[config.mk]
export PLATFORM = sky130hd
export DESIGN_NAME = pipe_reg_flat
export DESIGN_NICKNAME = d
export VERILOG_FILES = /design/src/rtl/pipe_reg_if.sv /design/src/rtl/pipe_reg.sv /design/src/flat_wrapper.sv
export SDC_FILE = /design/constraint.sdc
export NUM_CORES = 1
export LEC_CHECK = 0
export ABC_CLOCK_PERIOD_IN_PS = 1260
export CAP_MARGIN = 40
export CORE_AREA = 2 2 39 41
export CTS_CLUSTER_SIZE = 28
export DETAILED_ROUTE_END_ITERATION = 6
export DIE_AREA = 0 0 41 43
export HOLD_SLACK_MARGIN = 0.08
export PLACE_DENSITY = 0.67
export SYNTH_ARGS = -nofsm -noshare
export SYNTH_HDL_FRONTEND = slang
export SYNTH_SLANG_ARGS = --single-unit
[constraint.sdc]
create_clock -name clk -period 1.26 [get_ports clk]
set_clock_uncertainty 0.2 [all_clocks]
set_input_delay 0.252 -clock clk [delete_from_list [all_inputs] [get_ports clk]]
set_output_delay 0.252 -clock clk [all_outputs]
set_load 0.01 [all_outputs]
[src/rtl/pipe_reg_if.sv]
// rtl/pipe_reg_if.sv - payload/valid/control bundle between a pipe_reg and its driver
interface pipe_reg_if #(
  parameter int WIDTH = 8,
  parameter int DEPTH = 1
);
  localparam int CW = $clog2(DEPTH + 1);

  logic [WIDTH-1:0] pin;
  logic             vin;
  logic             ld;
  logic             flush;
  logic [WIDTH-1:0] pout;
  logic             vout;
  logic [CW-1:0]    count;

  modport master (
    output pin, vin, ld, flush,
    input  pout, vout, count
  );

  modport slave (
    input  pin, vin, ld, flush,
    output pout, vout, count
  );
endinterface

[src/rtl/pipe_reg.sv]
// rtl/pipe_reg.sv - stall-able, flush-able DEPTH-stage payload+valid delay line with occupancy count
module pipe_reg #(
  parameter int               WIDTH   = 8,
  parameter int               DEPTH   = 1,
  parameter logic [WIDTH-1:0] RST_VAL = '0
) (
  input  logic       clk,
  input  logic       rst,
  pipe_reg_if.slave  bus
);
  localparam int CW = $clog2(DEPTH + 1);

  logic [DEPTH-1:0][WIDTH-1:0] data_q, data_d;
  logic [DEPTH-1:0]            valid_q, valid_d;
  logic [CW-1:0]               count_q, count_d;

  // Next state: flush empties every stage, ld shifts one stage, otherwise hold.
  // The count is tracked incrementally; modular CW-bit arithmetic keeps the
  // full-pipe case (count + 1 - 1) correct even when count+1 would wrap.
  always_comb begin
    data_d  = data_q;
    valid_d = valid_q;
    count_d = count_q;
    if (bus.flush) begin
      data_d  = {DEPTH{RST_VAL}};
      valid_d = '0;
      count_d = '0;
    end else if (bus.ld) begin
      data_d[0]  = bus.pin;
      valid_d[0] = bus.vin;
      for (int i = 1; i < DEPTH; i++) begin
        data_d[i]  = data_q[i-1];
        valid_d[i] = valid_q[i-1];
      end
      count_d = count_q + CW'(bus.vin) - CW'(valid_q[DEPTH-1]);
    end
  end

  // Stage registers; reset clears immediately without waiting for a clock edge.
  always_ff @(posedge clk or negedge rst) begin
    if (!rst) begin
      data_q  <= {DEPTH{RST_VAL}};
      valid_q <= '0;
      count_q <= '0;
    end else begin
      data_q  <= data_d;
      valid_q <= valid_d;
      count_q <= count_d;
    end
  end

  assign bus.pout  = data_q[DEPTH-1];
  assign bus.vout  = valid_q[DEPTH-1];
  assign bus.count = count_q;
endmodule

[src/flat_wrapper.sv]
// flat-port wrapper written by rule: the top's interface ports become plain ports
module pipe_reg_flat 
#(
  parameter int               WIDTH   = 8,
  parameter int               DEPTH   = 1,
  parameter logic [WIDTH-1:0] RST_VAL = '0
)
  (clk, rst, bus_pin, bus_vin, bus_ld, bus_flush, bus_pout, bus_vout, bus_count);
  pipe_reg_if #(.WIDTH(WIDTH), .DEPTH(DEPTH)) bus_i ();
  input  logic clk;
  input  logic rst;
  input wire logic [$bits(bus_i.pin)-1:0] bus_pin;
  input wire logic [$bits(bus_i.vin)-1:0] bus_vin;
  input wire logic [$bits(bus_i.ld)-1:0] bus_ld;
  input wire logic [$bits(bus_i.flush)-1:0] bus_flush;
  output wire logic [$bits(bus_i.pout)-1:0] bus_pout;
  output wire logic [$bits(bus_i.vout)-1:0] bus_vout;
  output wire logic [$bits(bus_i.count)-1:0] bus_count;
  assign bus_i.pin = bus_pin;
  assign bus_i.vin = bus_vin;
  assign bus_i.ld = bus_ld;
  assign bus_i.flush = bus_flush;
  assign bus_pout = bus_i.pout;
  assign bus_vout = bus_i.vout;
  assign bus_count = bus_i.count;
  pipe_reg #(.WIDTH(WIDTH), .DEPTH(DEPTH), .RST_VAL(RST_VAL)) u_core (.clk(clk), .rst(rst), .bus(bus_i));
endmodule
== Yosys cells after proc, flatten, opt, wreduce, memory -nomap -nowiden ==
Index checks and enable logic that the tools add are counted.
Widths: inputs -> output; s select.
Operators by class
  multiplexer cells: 6
  add/sub/neg operators: 2
  reductions and logical operators: 1
Operators with widths (count)
  $mux 8: 2
  $mux 1: 4
  $reduce_bool 2->1: 1
  $add 1x1->1: 1
  $sub 1x1->1: 1
Word-level totals
  output and inout bits: 10
  register bits: 10
  word-level logic and storage cells: 12
  input port bits: 13

== Longest topological paths before layout ==
  depth in word-level cells: 4
  depth in mapped cells: 3
  gate-level depth less buffers: 3

== Least setup slack after synthesis ==
No wires, ideal clock.
  path type: reg2reg
  start: reg u_core.valid_q (netlist: u_core.bus.vout)
  end: reg u_core.count_q (netlist: u_core.bus.count)
  setup time: 0.120 ns
  path slack: 0.091 ns
  cell stages (with the launch flop): 4
  clock period less this slack: 1.169 ns
  arrival: 0.849 ns
  required time: 0.940 ns
  path through: dfrtp_1 > xor2_1 > a21oi_1 > a31o_1
On the way
  cells in the longest elaborated chain, start to end: 3
RTL lines
  start: declaration: RTL line pipe_reg.sv:14  | logic [DEPTH-1:0] valid_q, valid_d;
  start signal: assignment: RTL line pipe_reg.sv:47  | valid_q <= valid_d;
  $sub 1x1->1: RTL line pipe_reg.sv:35  | count_d = count_q + CW'(bus.vin) - CW'(valid_q[DEPTH-1]);
  $mux 1: RTL line pipe_reg.sv:28  | end else if (bus.ld) begin
  $mux 1: RTL line pipe_reg.sv:24  | if (bus.flush) begin
  end signal: assignment: RTL line pipe_reg.sv:48  | count_q <= count_d;
  end: declaration: RTL line pipe_reg.sv:15  | logic [CW-1:0] count_q, count_d;
Every way passes these cells. The select of a mux whose other input is x is not followed.
A chain may end at the register's enable or synchronous reset.

== Worst setup path after layout ==
  start: reg u_core.data_q (netlist bit u_core.bus.pout[2])
  end: out bus_pout[2]
RTL lines
  start: declaration: RTL line pipe_reg.sv:13  | logic [DEPTH-1:0][WIDTH-1:0] data_q, data_d;
  start signal: assignment: RTL line pipe_reg.sv:42  | data_q <= {DEPTH{RST_VAL}};
  start signal: assignment: RTL line pipe_reg.sv:46  | data_q <= data_d;
  end: declaration: RTL line flat_wrapper.sv:16  | output wire logic [$bits(bus_i.pout)-1:0] bus_pout;
No word-level cell between the ends.

==> reports/results.ini <==
[synthesis]
async_flop_share=1.00
synth_cells=35
synth_flop_cell=dfrtp_1
synthTopCellsByArea=dfrtp_1, mux2i_1, nor2_1, a31o_1, xor2_1
avgSynthCellArea_sq_um=12.0
synth_area_sq_um=419
yosysTopAreaCell=dfrtp_1
synth-seq-cells=10
yosysUniqueCellTypes=9
yosysSeqAreaShare=0.597
synth.net_count=48
synth_top_area_frac=0.597
synthTopCellsByCount=dfrtp_1, nor2_1, mux2i_1
yosysWarnings=0
synth_edf_count=0

[global_route]
overflow=0
grt_max_degree=11
grt_pass1_vias=349
antenna_found_initial=0
track_usage=0.115
grt_pass1_wl_um=1370

[cts]
cts_buffers=3
cts_tree=done
ctsRootBufferMaster=clkbuf_4
ctsHtreeMaxLevel=1
cts_buffer_depth=2
clk_pin_slew_worst_paths_ns=0.06
clk_latency_ns=0.24
cts.sinks=10

[critical_path]
cpPeakStageDelay_ns=0.38
cp_top_family=flip-flops
cp.buffers_inverters=1
arrival_ns=0.77
cp-start-kind=flip-flop
required_ns=0.81
worstPathCellList=buf_2
critPathMaxFanout=2
cpMaxStageDelayCell=dfrtp_1
end_kind=primary output
critPathKind=reg2out

[timing]
hold_violations=0
finalSetupViolCount=0
drv_slew=0
fmax_mhz=820
period_minus_slack_ns=1.22
setup_slack_ns=0.0405
relSlewSlack=0.906
grt_setup_unrepaired=yes
tightest_slew_ns=0.138
finalCritPeriodShare=0.968

[placed_design]
io_buffers=22
dpl.hpwl_um=720
pre_cts_ws_ns=-0.259
routabilityCongestion=0.654

[power_and_ir_drop]
ir_worst_vdd_v=0.000511
leakagePower_nw=0.389
p_per_area_mw_per_mm2=993
power.total_mw=0.698

[detailed_routing]
detail_route.wl_per_cell_um=10.9
vias_per_cell=4.32
routed_wl_um=897
drcViolationCount=0
via_count=354
antenna_left=0
drt_first_pass_iters=1
drt_iter0_drc=0

[floorplanning]
core_area_sq_mm=0.00138
die_y_um=43
start_util=0.303
ioPinCount=23
row_count=14
die_x_um=41
die_area_sq_mm=0.00176

[finish]
syn_to_final_growth_pct=67.8
multi_input_area_sq_um=164
seq_area_sq_um=250
drive_above_1_share=0.333
fillers=142
n_antenna_cell=0
final_nets=81

[flow_run]
max-cap-violations=0

[status]
status=finished, final reports clean

[hold_path]
min-delay-path-class=in2async

-- cell type report --
cell class / instances / area share
sequential: 10 / 0.356
timing repair buffer: 30 / 0.351
multi-input combinational: 23 / 0.233
clock buffer: 3 / 0.0320
tap: 16 / 0.0285
-- flip-flops by register name, summed over array words and instances (netlist names) --
name              count
u_core.bus.pout       8
u_core.bus.vout       1
u_core.bus.count      1
-- where the power goes --
group | internal [mW] | switching [mW] | leakage, nW
clock | 0.109 | 0.0896 | 0.0138
sequential | 0.340 | 0.00857 | 0.133
combinational | 0.0896 | 0.0608 | 0.243
total | 0.539 | 0.159 | 0.389
-- cell families (layout without fill, tap and decap cells) --
| family | after synthesis | in the layout | synth area share |
|---|---|---|---|
| AO/OA/AOI/OAI | 2 | 2 | 0.0328 |
| XOR/XNOR | 1 | 1 | 0.0209 |
| buffers and inverters | 2 | 33 | 0.0298 |
| flip-flops | 10 | 10 | 0.597 |
| multiplexers | 9 | 9 | 0.215 |
| AND/OR/NAND/NOR | 11 | 11 | 0.104 |
-- cell usage in the layout, fill, tap and decap left out, drive strengths merged --
cell	synthesis	layout
buf	2	18
nand2b	1	1
clkdlybuf4s50	0	10
clkbuf	0	3
nor2	10	10
xor2	1	1
dlymetal6s2s	0	2
a21oi	1	1
a31o	1	1
dfrtp	10	10
mux2i	9	9
-- through the flow --
stage	hold WS, ns	util	cells	setup TNS (ns)	cell area, sq um
finish	0.0973	0.508	82	0	703
floorplan	-0.244	-	35	0	419
CTS	0.103	0.496	82	0	687
global placement	0.302	0.505	78	-2.45	699
detailed placement	0.311	0.505	78	-2.50	699
global route	0.109	0.508	82	-0.000116	703
-- worst paths after layout --
check                      depth (start not counted)                  to  slack [ns]                from
max in group asynchronous                          2  u_core.bus.pout[2]        0.62                 rst
min in group clk                                   3     u_core.bus.vout        0.16             bus_vin
hold reg to reg                                    2  u_core.bus.pout[6]        0.32  u_core.bus.pout[6]
setup reg to reg                                   4    u_core.bus.count        0.04     u_core.bus.vout
setup / recovery                                   1         bus_pout[2]        0.04  u_core.bus.pout[2]
hold / removal                                     2     u_core.bus.vout         0.1                 rst
-- metal layers --
layer	global-route usage	part of all wire	up-vias
li1	-	-	181
met1	0.138	0.40	162
met2	0.184	0.50	11
met3	0.0366	0.098	0
met4	0.0400	0	0
met5	0	0	-
-- timing repair --
item                       4_1_cts  5_1_grt
buffers inserted                 1        0
pin swaps                        0        1
hold buffers                     0        0
gates cloned                     0        0
gates resized for setup         41        5
setup endpoints to repair       11        3
(Power assumes the default switching activity.)
